==> src/rtl/mmu_pkg.sv <==
// mmu_pkg: shared Sv39 constants, PTE bit positions and page-table-walker state encoding.
package mmu_pkg;
  localparam logic [3:0] SATP_MODE_BARE = 4'h0;
  localparam logic [3:0] SATP_MODE_SV39 = 4'h8;
  localparam logic [1:0] ACC_FETCH = 2'b00;
  localparam logic [1:0] ACC_LOAD  = 2'b01;
  localparam logic [1:0] ACC_STORE = 2'b10;
  localparam logic [1:0] ACC_RSVD  = 2'b11;
  localparam int PTE_V = 0;
  localparam int PTE_R = 1;
  localparam int PTE_W = 2;
  localparam int PTE_X = 3;
  localparam int PTE_U = 4;
  localparam int PTE_G = 5;
  localparam int PTE_A = 6;
  localparam int PTE_D = 7;
  localparam int PTE_PPN_LSB = 10;
  localparam int PTE_PPN_MSB = 53;
  typedef enum logic [1:0] {ST_IDLE, ST_REQ, ST_WAIT, ST_DONE} ptw_state_e;
endpackage

==> src/rtl/mmu_pte_check.sv <==
// mmu_pte_check: combinational Sv39 PTE evaluation (leaf detect, permission/alignment fault, leaf paddr).
// Define MMU_PTW_AD_CHECK_EN to fault leaves with A=0, or stores to leaves with D=0.
module mmu_pte_check
  import mmu_pkg::*;
(
  input  logic [63:0] pte_i,
  input  logic [1:0]  level_i,
  input  logic [1:0]  acc_i,
  input  logic [29:0] va_i,
  output logic        is_leaf_o,
  output logic        fault_o,
  output logic [55:0] paddr_o
);
  logic [43:0] ppn;
  logic v, r, w, x, perm_ok, misal, ad_fault;
  logic unused_pte;
  assign unused_pte = ^{pte_i[63:54], pte_i[9:8], pte_i[PTE_U], pte_i[PTE_G], pte_i[PTE_A], pte_i[PTE_D]};
  assign ppn = pte_i[PTE_PPN_MSB:PTE_PPN_LSB];
  assign v = pte_i[PTE_V];
  assign r = pte_i[PTE_R];
  assign w = pte_i[PTE_W];
  assign x = pte_i[PTE_X];
  assign is_leaf_o = r | x;
  assign perm_ok = acc_i == ACC_FETCH ? x : acc_i == ACC_STORE ? (r & w) : r;
  assign misal = level_i == 2'd2 ? |ppn[17:0] : level_i == 2'd1 ? |ppn[8:0] : 1'b0;
`ifdef MMU_PTW_AD_CHECK_EN
  assign ad_fault = !pte_i[PTE_A] | (acc_i == ACC_STORE && !pte_i[PTE_D]);
`else
  assign ad_fault = 1'b0;
`endif
  // A pointer at level 0 has nowhere left to go.
  assign fault_o = !v | (!r & w) | (is_leaf_o ? (!perm_ok | misal | ad_fault) : level_i == 2'd0);
  assign paddr_o = level_i == 2'd2 ? {ppn[43:18], va_i[29:0]} :
                   level_i == 2'd1 ? {ppn[43:9], va_i[20:0]} : {ppn, va_i[11:0]};
endmodule

==> src/rtl/mmu_ptw.sv <==
// mmu_ptw: Sv39 page-table walker with a single-outstanding PTE read port.
// Define MMU_PTW_AD_CHECK_EN to enable accessed/dirty-bit faulting in mmu_pte_check.
module mmu_ptw
  import mmu_pkg::*;
#(
  parameter int PTE_BASE_W = 56
) (
  input  logic        clock,
  input  logic        reset,
  input  logic        ptw_i_req_valid,
  output logic        ptw_o_req_ready,
  input  logic [63:0] ptw_i_vaddr,
  input  logic [63:0] ptw_i_satp,
  input  logic [1:0]  ptw_i_acc_type,
  output logic        ptw_o_mem_valid,
  input  logic        ptw_i_mem_ready,
  output logic [63:0] ptw_o_mem_addr,
  input  logic        ptw_i_mem_rvalid,
  input  logic [63:0] ptw_i_mem_rdata,
  output logic        ptw_o_resp_valid,
  input  logic        ptw_i_resp_ready,
  output logic [63:0] ptw_o_paddr,
  output logic        ptw_o_fault
);
  ptw_state_e state_q, state_d;
  logic [38:0] va_q, va_d;
  logic [1:0]  acc_q, acc_d, level_q, level_d;
  logic [43:0] base_q, base_d;
  logic [63:0] paddr_q, paddr_d;
  logic        fault_q, fault_d;
  logic [8:0]  vpn;
  logic [PTE_BASE_W-1:0] pte_addr;
  logic        chk_leaf, chk_fault, canonical;
  logic [55:0] chk_paddr;
  logic        unused_satp;
  assign unused_satp = ^ptw_i_satp[59:44];
  mmu_pte_check u_chk (
    .pte_i     (ptw_i_mem_rdata),
    .level_i   (level_q),
    .acc_i     (acc_q),
    .va_i      (va_q[29:0]),
    .is_leaf_o (chk_leaf),
    .fault_o   (chk_fault),
    .paddr_o   (chk_paddr)
  );
  assign vpn = level_q == 2'd2 ? va_q[38:30] : level_q == 2'd1 ? va_q[29:21] : va_q[20:12];
  assign pte_addr = {base_q, vpn, 3'b000};
  assign canonical = ptw_i_vaddr[63:39] == {25{ptw_i_vaddr[38]}};
  assign ptw_o_req_ready = state_q == ST_IDLE;
  assign ptw_o_mem_valid = state_q == ST_REQ;
  assign ptw_o_mem_addr = state_q == ST_REQ ? 64'(pte_addr) : 64'd0;
  assign ptw_o_resp_valid = state_q == ST_DONE;
  assign ptw_o_paddr = paddr_q;
  assign ptw_o_fault = fault_q;
  always_comb begin
    state_d = state_q;
    va_d = va_q;
    acc_d = acc_q;
    level_d = level_q;
    base_d = base_q;
    paddr_d = paddr_q;
    fault_d = fault_q;
    case (state_q)
      ST_IDLE: if (ptw_i_req_valid) begin
        va_d = ptw_i_vaddr[38:0];
        acc_d = ptw_i_acc_type == ACC_RSVD ? ACC_LOAD : ptw_i_acc_type;
        level_d = 2'd2;
        base_d = ptw_i_satp[43:0];
        paddr_d = ptw_i_satp[63:60] == SATP_MODE_BARE ? ptw_i_vaddr : 64'd0;
        fault_d = !(ptw_i_satp[63:60] == SATP_MODE_BARE || (ptw_i_satp[63:60] == SATP_MODE_SV39 && canonical));
        state_d = ptw_i_satp[63:60] == SATP_MODE_SV39 && canonical ? ST_REQ : ST_DONE;
      end
      ST_REQ: state_d = ptw_i_mem_ready ? ST_WAIT : ST_REQ;
      ST_WAIT: if (ptw_i_mem_rvalid) begin
        fault_d = chk_fault;
        paddr_d = chk_fault ? 64'd0 : 64'(chk_paddr);
        base_d = ptw_i_mem_rdata[PTE_PPN_MSB:PTE_PPN_LSB];
        level_d = chk_fault | chk_leaf ? level_q : level_q - 2'd1;
        state_d = chk_fault | chk_leaf ? ST_DONE : ST_REQ;
      end
      ST_DONE: state_d = ptw_i_resp_ready ? ST_IDLE : ST_DONE;
      default: state_d = ST_IDLE;
    endcase
  end
  always_ff @(posedge clock or posedge reset) begin
    if (reset) begin
      state_q <= ST_IDLE;
      va_q <= '0;
      acc_q <= '0;
      level_q <= '0;
      base_q <= '0;
      paddr_q <= '0;
      fault_q <= 1'b0;
    end else begin
      state_q <= state_d;
      va_q <= va_d;
      acc_q <= acc_d;
      level_q <= level_d;
      base_q <= base_d;
      paddr_q <= paddr_d;
      fault_q <= fault_d;
    end
  end
endmodule

==> config.mk <==
export PLATFORM = sky130hd
export DESIGN_NAME = mmu_ptw
export DESIGN_NICKNAME = d
export VERILOG_FILES = /design/src/rtl/mmu_pkg.sv /design/src/rtl/mmu_pte_check.sv /design/src/rtl/mmu_ptw.sv
export SDC_FILE = /design/constraint.sdc
export NUM_CORES = 1
export LEC_CHECK = 0
export ABC_AREA = 1
export CORE_MARGIN = 8
export CORE_UTILIZATION = 39
export DETAILED_ROUTE_END_ITERATION = 8
export GPL_TIMING_DRIVEN = 1
export PLACE_DENSITY = 0.88
export REMOVE_ABC_BUFFERS = 1
export SYNTH_ARGS = -nofsm -noshare
export SYNTH_HDL_FRONTEND = slang
export SYNTH_SLANG_ARGS = --single-unit
==> constraint.sdc <==
create_clock -name clock -period 6 [get_ports clock]
set_input_delay 1.8 -clock clock [delete_from_list [all_inputs] [get_ports clock]]
set_output_delay 1.8 -clock clock [all_outputs]
set_load 0.02 [all_outputs]
==> results.md, run 1 <==
* Reg-to-reg critical path endpoint: ptw_o_paddr[36]$_DFFE_PP0P_
* Vias at 8297
* CTS clock-pin slew for the worst setup and hold paths at around 0.060 ns
* Initial antenna violation count at 1
* Max capacitance violation total at 0
* Worst Setup SP: level_q[0]$_DFFE_PP0P_
* Placer congestion estimate at 0.866
* Clk root buf: clkbuf_16
* Critical path class: reg -> out
* CP Capture Point: ptw_o_mem_addr[3]
* Cell Pwr Density at about 530 nW/um^2
* I/O pin count at between 300 and 400
* Reg-to-reg setup timing slack at 2.91 ns
* Multi-input gate area at 3440 um^2
* First-pass GRT wire length at 44.9 mm
* H-tree levels at 4
* Largest net degree at the start of global routing at between 90 and 100
* Die Area at 25400 um^2
* Total power at 6.09 mW
* Post-CTS sizing at 0
* Setup ws final at around 1.3 ns
* Unrepaired setup endpoints after global routing: false
* Chip width at 159 um
* Worst-margin pin slew at between 1 and 1.5 ns
* Sequential share of the synthesized area at 48.1%
* Worst Reg-to-Reg Cells at 9
* Pre-CTS WS at 1.65 ns
* Sinks on Clock Net at about 150
* Initial core utilization at 39.7%
* Worst-skew pair later-pin latency at approximately 0.42 ns
* Final cell count without fillers at 1629
* Cell Area, Synth at 8010 um^2
* Fin crit period at 4.72 ns
* Max Clock Skew at approximately 0.01 ns
* Total GRT Usage at between 20 and 25%
* Nets at 1548
* # placed instances at 1596
* Syn Area/Cell at 7.29 um^2
* Synth area leader: dfrtp_1
* Leakage power figure at 5.26 nW
* Post-DR vias/cell at 5.09
* Min-delay worst type: reg -> reg
* Top-area cell type share of the netlist area at 48.1%
* Grt ovf at 0
* Die Y-Extent at 159 um
* CTS tree: yes
* Reg-to-Reg Start: level_q[1]$_DFFE_PP0P_
* IR drop worst, VDD at approximately 0.00034 V
* Area of the core at between 20000 and 25000 um^2
* Synth cell types at 27
* Crit-path max FO at 25
* Synth area leaders: dfrtp_1, nand2_1, nor2_1, a21oi_1, inv_1
* Wire length per cell at 17.6 um
* Row Count at 52
* Final-report hold violation count at 0
* Crit end category: primary output
* Setup crit start kind: flip-flop
* WHS at ~0.47 ns
* Initial DRC count at 671
* Period utilization at 78.7%
* Fillers at 1824
* Final wirelength at 28.7 mm
* Area delta synth->final at 44.6%
* Clock Path Buffers at 2
* # port buffers at 288
* Hold-fix buffers, CTS at 0
* Yosys warnings at 0
* Layout cells sized above 1 at 4.12%
* Crit path required time at 4.20 ns
* TNS Setup at 0 ns
* DRC at 0
* Final HPWL DP at 20.3 mm
* Status: finished clean
* Setup Fix Bufs, Post-CTS at 0
* Arr. time, crit path at just under 3 ns
* Fmax achieved at ~210 MHz
* CTS buffer count at 17
* Worst min-delay path startpoint: va_q[0]$_DFFE_PP0P_
* Slew Limit Fails at 0
* FF+latch area at 3850 um^2
* Pre-antenna DRT Iters at 5
* Final setup viols at 0
* Seq cells post-synth at about 150
* Syn Inst Count at 1098
* Vias in the first global route at roughly 8200
* Antenna Nets Post-Route at 0
* Headroom to the max-slew limit at 19.5%
-- synthesized netlist by cell type, drive strengths merged --
cell type,n
a21oi,115
inv,102
a31oi,29
o22ai,1
o211ai,17
or2,1
nand4,4
nand3b,2
nor3,2
ha,3
clkinv,1
clkbuf,37
a211oi,1
dfrtp,154
o21ai,71
nand2,269
nand3,57
buf,43
nor2,188
conb,1
-- state kept, by name, summed over array words and instances, names as in the netlist --
name and cells:
level_q 2, ptw_o_paddr 64, base_q 44, state_q 2, acc_q 2, ptw_o_fault 1
va_q 39
-- report_power, final --
group	total [mW]	internal, mW	switching [mW]
Clock	1.09	0.630	0.459
Combinational	3.21	1.25	1.97
Sequential	1.78	1.53	0.251
Total	6.09	3.41	2.68
-- cells in the final DEF, fill, tap and decap left out, drive strengths merged --
cell type / instances
nor3: 2
o21ai: 71
nand3: 57
or2: 1
nand2: 269
bufinv: 2
nor2: 188
buf: 10
a211oi: 1
dfrtp: 154
clkinvlp: 4
o22ai: 1
o211ai: 17
clkbuf: 20
clkdlybuf4s50: 288
inv: 106
nand3b: 2
ha: 3
a31oi: 29
diode: 1
a21oi: 115
nand4: 4
conb: 11
clkinv: 3
-- metrics by stage --
step	util, %	area (um^2)
floorplan	-	7670
global placement	54.5	11000
detailed placement	54.5	11000
CTS	57.4	11600
global route	57.4	11600
finish	57.4	11600
-- logic make-up (layout without fill, tap and decap cells) --
family / Yosys count / after routing / synth area share, %
simple gates: 523 / 523 / 26.1
other cells: 1 / 12 / 0.0468
fa+ha+maj: 3 / 3 / 0.469
compound gates: 234 / 234 / 15.7
flops: 154 / 154 / 48.1
buf+inv: 183 / 433 / 9.58
-- area by class of cell --
| type | instances | area share [%] |
|---|---|---|
| Tap cell | 270 | 2.92 |
| Clock buffer | 20 | 3.86 |
| Multi-Input combinational cell | 771 | 29.7 |
| Timing Repair Buffer | 298 | 25.7 |
| Inverter | 103 | 3.40 |
| Sequential cell | 154 | 33.3 |
| Clock inverter | 12 | 1.20 |
| Antenna cell | 1 | 0.0216 |
-- worst min-delay path by stage --
stage,endpoint,cells past startpoint,slack (ns)
finish,va_q[0]$_DFFE_PP0P_,2,0.47
global route,va_q[36]$_DFFE_PP0P_,2,0.50
CTS,va_q[0]$_DFFE_PP0P_,2,0.48
detailed placement,va_q[0]$_DFFE_PP0P_,2,0.46
global placement,va_q[4]$_DFFE_PP0P_,2,0.46
floorplan,va_q[30]$_DFFE_PP0P_,2,0.44
-- critical path: stages, from the launching register on --
cell             delay, ns
dfrtp_1               0.38
inv_1                 0.11
ha_1                  0.50
clkinv_1              0.22
buf_4                 0.27
nor2_1                0.13
nor2_1                0.07
o21ai_0               0.18
inv_1                 0.08
clkdlybuf4s50_1       0.56
-- per-layer routing --
metal / part of all wire [%] / vias up / track usage (%)
met2: 48 / 347 / 35.7
met3: 6.3 / 69 / 5.25
met1: 42 / 3891 / 27.1
met5: 0 / - / 0
li1: - / 3990 / -
met4: 3.8 / 0 / 10.3
No activity file was read; power rests on OpenSTA's default activity.
==> run 2, diff against run 1 <==
CORE_UTILIZATION = 44   (was 39)
PLACE_DENSITY = 0.93   (was 0.88)
clock period = 4.86 ns   (was 6 ns; I/O delays follow)
==> run 2 against run 1 <==
Register-to-register slack worse by 1.0 ns. Critical path depth down 1. Cell area unchanged. Sequential power up 24%. Clock power up 23%. Clock-buffer cell count down 1. Utilization up 7.3 points. Clock skew up 0.0040 ns. Power up 24%. Routed wire length down 0.42%. First-iteration DRC count down 7.0%. Critical endpoint is now ptw_o_mem_addr[6]. Largest power group unchanged.
==> results.md, run 2 (synthesis results as in run 1) <==
* Status: finished clean
* Wire length per cell at 18.0 um (+2.1%)
* Slew Limit Fails at 0 (unchanged)
* Initial core utilization at 44.7% (+5.0 points)
* Largest register FFs at 64 (unchanged)
* I/O pin count at 332 (unchanged)
* Fillers at 1455 (-20%)
* Crit end category: primary output
* Max capacitance violation total at 0 (unchanged)
* Most common cell after layout, fill and taps aside: clkdlybuf4s50_1
* Clock Path Buffers at 2 (unchanged)
* Nets at 1550 (+0.13%)
* CP max stage delay at 0.57 ns (about the same)
* Leakage power figure at 5.28 nW (+0.41%)
* Total GRT Usage at 24.2% (+2.3 points)
* Final setup viols at 0 (unchanged)
* Ant diodes at 0 (-1)
* Min-delay worst type: reg -> reg
* Sinks on Clock Net at 154 (unchanged)
* Antenna Nets Post-Route at 0 (unchanged)
* Vias at 8436 (+1.7%)
* Worst Hold End: va_q[5]$_DFFE_PP0P_
* # placed instances at 1557 (-2.4%)
* Initial DRC count at 624 (-7.0%)
* Multi-input gate area at 3440 um^2 (unchanged)
* Clk root buf: clkbuf_16
* Worst min-delay path startpoint: va_q[5]$_DFFE_PP0P_
* Reg-to-reg setup timing slack at 1.89 ns (-1.02 ns)
* DRT met1 WL at 11.5 mm (-4.9%)
* Area of the core at 17900 um^2 (-11%)
* WHS at 0.478 ns (+0.00421 ns)
* CTS clock-pin slew for the worst setup and hold paths at 0.07 ns (about the same)
* Post-CTS sizing at 0 (unchanged)
* Most frequent cells in the layout: clkdlybuf4s50_1, nand2_1, nor2_1
* Crit path required time at 3.40 ns (-0.80 ns)
* Hold-fix buffers, CTS at 0 (unchanged)
* Largest net degree at the start of global routing at 153 (+58%)
* IR drop worst, VDD at 0.000655 V (+94%)
* Setup Fix Bufs, Post-CTS at 0 (unchanged)
* Post-DR vias/cell at 5.31 (+4.2%)
* Chip width at 151 um (-5.3%)
* Total power at 7.53 mW (+24%)
* Die Y-Extent at 151 um (-5.3%)
* Critical path class: reg -> out
* Row Count at 49 (-5.8%)
* Worst Reg-to-Reg Cells at 7 (-2)
* H-tree levels at 4 (unchanged)
* Routed length on met2 at 13.6 mm (-0.96%)
* TNS Setup at 0 ns (unchanged)
* Crit-path max FO at 12 (-52%)
* Pre-antenna DRT Iters at 5 (unchanged)
* Final cell count without fillers at 1589 (-2.5%)
* Final wirelength at 28.6 mm (-0.42%)
* Worst-skew pair later-pin latency at 0.42 ns (about the same)
* Layout cells sized above 1 at 4.34% (+0.21 points)
* Vias in the first global route at 8244 (+0.73%)
* Reg-to-Reg Start: state_q[0]$_DFFE_PP0P_
* Worst-margin pin slew at 0.794 ns (-0.409 ns)
* First-pass GRT wire length at 43.5 mm (-3.1%)
* Initial antenna violation count at 1 (unchanged)
* Fin crit period at 4.43 ns
* Met3 WL at 2.44 mm (+35%)
* Period utilization at 91.3%
* Headroom to the max-slew limit at 46.9% (+27 points)
* Setup crit start kind: flip-flop
* Top Metal Used: met5
* # port buffers at 288 (unchanged)
* Area delta synth->final at 44.6% (unchanged)
* Final HPWL DP at 20.4 mm (+0.44%)
* Crit-path cells: inv_1, ha_1, clkinv_1, nor2_1, nor2_1, o21ai_0, inv_1, clkdlybuf4s50_1
* Placer congestion estimate at 0.844 (-2.6%)
* Grt ovf at 0 (unchanged)
* Hold depth at 2 (unchanged)
* Max Clock Skew at 0.0140 ns (+0.00404 ns)
* FF+latch area at 3850 um^2 (unchanged)
* Unrepaired setup endpoints after global routing: false
* Arr. time, crit path at 2.98 ns (+0.06 ns)
* DRC at 0 (unchanged)
* Die Area at 22800 um^2 (-10%)
* CTS tree: yes
* Reg-to-reg critical path endpoint: ptw_o_paddr[61]$_DFFE_PP0P_
* Cell Pwr Density at 650 nW/um^2 (+24%)
* Slowest-stage cell, CP: clkdlybuf4s50_1
* CTS buffer count at 17 (unchanged)
* Fmax achieved at 225 MHz
* Final-report hold violation count at 0 (unchanged)
run 2: cell count changes in the layout (fill, tap and decap cells not counted), sizes merged:
cell / before / now
buf: 10 / 12
clkbuf: 20 / 19
clkinv: 3 / 6
diode: 1 / 0
inv: 106 / 104
run 2: per-stage QoR:
| stage | setup WS, ns | area (um^2) | utilization (%) |
|---|---|---|---|
| finish | 0.425 | 11600 | 64.7 |
| CTS | 0.472 | 11600 | 64.7 |
| global placement | 0.982 | 11000 | 61.4 |
| detailed placement | 0.973 | 11000 | 61.4 |
| floorplan | -0.748 | 7670 | - |
| global route | 0.214 | 11600 | 64.7 |
run 2: layer usage:
metal	vias to the layer above	track usage [%]
met2	383	38.8
met3	70	5.77
met4	2	10.4
met5	-	0
li1	3994	-
met1	3987	30.8
run 2: how the worst max path moves through the flow:
| stage | depth (start not counted) | endpoint | start |
|---|---|---|---|
| after floorplan | 1 | acc_q[0]$_DFFE_PP0P_ | reset |
| after global placement | 8 | ptw_o_mem_addr[4] | level_q[0]$_DFFE_PP0P_ |
| after detailed placement | 8 | ptw_o_mem_addr[5] | level_q[0]$_DFFE_PP0P_ |
| after CTS | 8 | ptw_o_mem_addr[6] | level_q[0]$_DFFE_PP0P_ |
| after global routing | 8 | ptw_o_mem_addr[6] | level_q[0]$_DFFE_PP0P_ |
| final | 8 | ptw_o_mem_addr[6] | level_q[0]$_DFFE_PP0P_ |
run 2: power breakdown:
group / leakage [nW] / switching [mW] / internal (mW) / total (mW)
Combinational: 3.13 / 2.44 / 1.55 / 3.99
Clock: 0.276 / 0.562 / 0.774 / 1.34
Sequential: 1.87 / 0.311 / 1.89 / 2.20
run 2: layout make-up:
type                            count  area share [%]
Timing Repair Buffer              300            26.1
Clock inverter                     13            1.24
Clock buffer                       19            3.82
Inverter                          103            3.40
Sequential cell                   154            33.3
Tap cell                          229            2.47
Multi-Input combinational cell    771            29.7
run 2: critical path: cells and delay by family, from the launching register on:
family	cells	cell delay, ns
DFF	1	0.39
AOI/OAI and AO/OA	1	0.10
and+or+nand+nor	2	0.27
buffers and inverters	4	1.27
adders and majority gates	1	0.52
==> run 3, diff against run 2 <==
CORE_ASPECT_RATIO = 0.75   (was not set)
==> run 3 against run 2 <==
Utilization rose by 0.29 points. Global-route usage rose by 0.76 points. Cell area fell by 0.34%. Die area rose by 0.20%. Sequential power barely moved. Highest routed layer is now met4. Setup slack got worse by 0.034 ns. Critical endpoint is now ptw_o_mem_addr[10]. Clock skew rose by 0.00052 ns. Sequential share of layout area rose by 0.11 points.
==> results.md, run 3 (synthesis results as in run 1) <==
* Logic gate share of total power at 53.5% (+0.5 points)
* Unrepaired setup endpoints after global routing: false
* Reg-to-Reg Start: state_q[0]$_DFFE_PP0P_
* Row Count at 42 (-14%)
* Final-report hold violation count at 0 (unchanged)
* CTS buffer count at 17 (unchanged)
* TNS Setup at 0 ns (unchanged)
* Leakage power figure at 5.26 nW (-0.29%)
* Slew Limit Fails at 0 (unchanged)
* Pre-antenna DRT Iters at 5 (unchanged)
* Final wirelength at 29.3 mm (+2.7%)
* H-tree levels at 4 (unchanged)
* Arr. time, crit path at 3.01 ns (+0.03 ns)
* Antenna Nets Post-Route at 0 (unchanged)
* Largest net degree at the start of global routing at 83 (-46%)
* Initial core utilization at 45.1% (+0.35 points)
* Status: finished clean
* Total power at 7.49 mW (-0.51%)
* Worst-skew pair later-pin latency at 0.42 ns (about the same)
* Cell Pwr Density at 649 nW/um^2 (-0.17%)
* Clock Path Buffers at 2 (unchanged)
* Grt ovf at 0 (unchanged)
* Die Y-Extent at 133 um (-12%)
* Final instance area at 11500 um^2 (-0.34%)
* Min-delay worst type: reg -> reg
* Sw Share at 45.1% (+1.1 points)
* Crit end category: primary output
* Period utilization at 91.9% (+0.69 points)
* I/O pin count at 332 (unchanged)
* First-pass GRT wire length at 45.4 mm (+4.2%)
* Critical path class: reg -> out
* Post-CTS sizing at 0 (unchanged)
* Headroom to the max-slew limit at 23.7% (-23 points)
* Clock power share at 17.0% (-0.7 points)
* Setup crit start kind: flip-flop
* Crit path required time at 3.40 ns (about the same)
* Chip width at 172 um (+14%)
* Most frequent cells in the layout: clkdlybuf4s50_1, nand2_1, nor2_1
* Final setup viols at 0 (unchanged)
* Nets at 1550 (unchanged)
* Switching pwr at 3.38 mW (+2.1%)
* Crit-path cells: inv_1, ha_1, clkinv_1, buf_4, nor2_1, nor2_1, o21ai_0, inv_1, clkdlybuf4s50_1
* Vias in the first global route at 8361 (+1.4%)
* Layout cells sized above 1 at 4.41% (+0.074 points)
* Crit-path max FO at 15 (+3)
* # port buffers at 288 (unchanged)
* CP max stage delay at 0.56 ns (about the same)
* Ant diodes at 0 (unchanged)
* DRC at 0 (unchanged)
* Max capacitance violation total at 0 (unchanged)
* Total GRT Usage at 25.0% (+0.76 points)
* CTS clock-pin slew for the worst setup and hold paths at 0.06 ns (about the same)
* Worst Setup SP: level_q[0]$_DFFE_PP0P_
* Clk root buf: clkbuf_16
* Worst-margin pin slew at 1.14 ns (+0.349 ns)
* Post-DR vias/cell at 5.35 (+0.86%)
* Seq pwr share at 29.5% (+0.2 points)
* Wire length per cell at 18.3 um (+1.8%)
* Initial antenna violation count at 0 (-1)
* IR drop worst, VDD at 0.000336 V (-49%)
* Area of the core at 17800 um^2 (-0.78%)
* Area delta synth->final at 44.1%
* Final Util at 65.0% (+0.29 points)
* Cell Int Power at 4.12 mW (-2.5%)
* Placed Area at 11000 um^2 (about the same)
* Most common cell after layout, fill and taps aside: clkdlybuf4s50_1
* Vias at 8578 (+1.7%)
* CTS tree: yes
* Sinks on Clock Net at 154 (unchanged)
* Fin crit period at 4.47 ns (+0.0337 ns)
* Largest register FFs at 64 (unchanged)
* Fmax achieved at 224 MHz (-0.75%)
* Initial DRC count at 854 (+37%)
* Worst min-delay path startpoint: va_q[30]$_DFFE_PP0P_
* Hold-fix buffers, CTS at 0 (unchanged)
* Placer congestion estimate at 0.848 (+0.49%)
* Max Clock Skew at 0.0146 ns (+0.000522 ns)
* Die Area at 22800 um^2 (+0.20%)
* Final HPWL DP at 21.1 mm (+3.6%)
* Slowest-stage cell, CP: clkdlybuf4s50_1
* Setup Fix Bufs, Post-CTS at 0 (unchanged)
==> run 3: cell count changes in the layout (fill, tap and decap cells not counted), sizes merged <==
| cell | delta |
|---|---|
| bufinv | -2 |
| clkbuf | -2 |
| clkinv | -1 |
| inv | +6 |
| clkinvlp | -1 |
==> run 3: layout make-up <==
cell class | instances | area, um^2
clock inverters | 15 | 131
multi-input cells | 771 | 3440
well taps | 242 | 303
clock buffers | 17 | 425
flip-flops and latches | 154 | 3850
repair buffers | 300 | 3000
fillers | 1494 | 6220
inverters | 103 | 394
==> run 3: power groups by stage <==
stage                     Clock, mW  Combinational [mW]  Sequential [mW]
final                          1.27                4.01             2.21
after global routing           1.35                4.36             2.28
after CTS                      1.29                4.01             2.21
after detailed placement          0                3.98             2.22
after global placement            0                3.86             2.18
after floorplan                   0                1.99             2.45
==> run 3: routing by layer <==
layer / vias up / global-route usage, % / part of all wire, %
met5: - / 0 / 0
met2: 392 / 40.2 / 47
li1: 3997 / - / -
met4: 0 / 7.36 / 2.0
met1: 4152 / 31.9 / 41
met3: 37 / 7.43 / 11
==> run 3: path summary, 6_finish.rpt <==
path | to | cells after the start | slack, ns
min in group asynchronous | ptw_o_paddr[60]$_DFFE_PP0P_ | 2 | 1.50
setup reg to reg | ptw_o_paddr[13]$_DFFE_PP0P_ | 9 | 1.65
hold / removal | va_q[30]$_DFFE_PP0P_ | 2 | 0.48
hold reg to reg | va_q[30]$_DFFE_PP0P_ | 2 | 0.48
setup / recovery | ptw_o_mem_addr[10] | 9 | 0.39
max in group asynchronous | state_q[1]$_DFFE_PP0P_ | 3 | 2.49
==> run 3: metrics by stage <==
step           instances  hold WS (ns)  setup slack [ns]
2_1_floorplan       1028         0.443            -0.748
3_3_place_gp        1570         0.456             0.961
5_1_grt             1602         0.505             0.102
6_report            1602         0.478             0.391
4_1_cts             1602         0.480             0.391
3_5_place_dp        1570         0.463             0.867
==> run 3: worst max-delay path: cells and delay by family (launching register included) <==
family,cells,cell delay (ns)
DFF,1,0.38
adders and majority gates,1,0.45
and+or+nand+nor,2,0.18
AOI/OAI and AO/OA,1,0.10
buffers and inverters,5,1.48
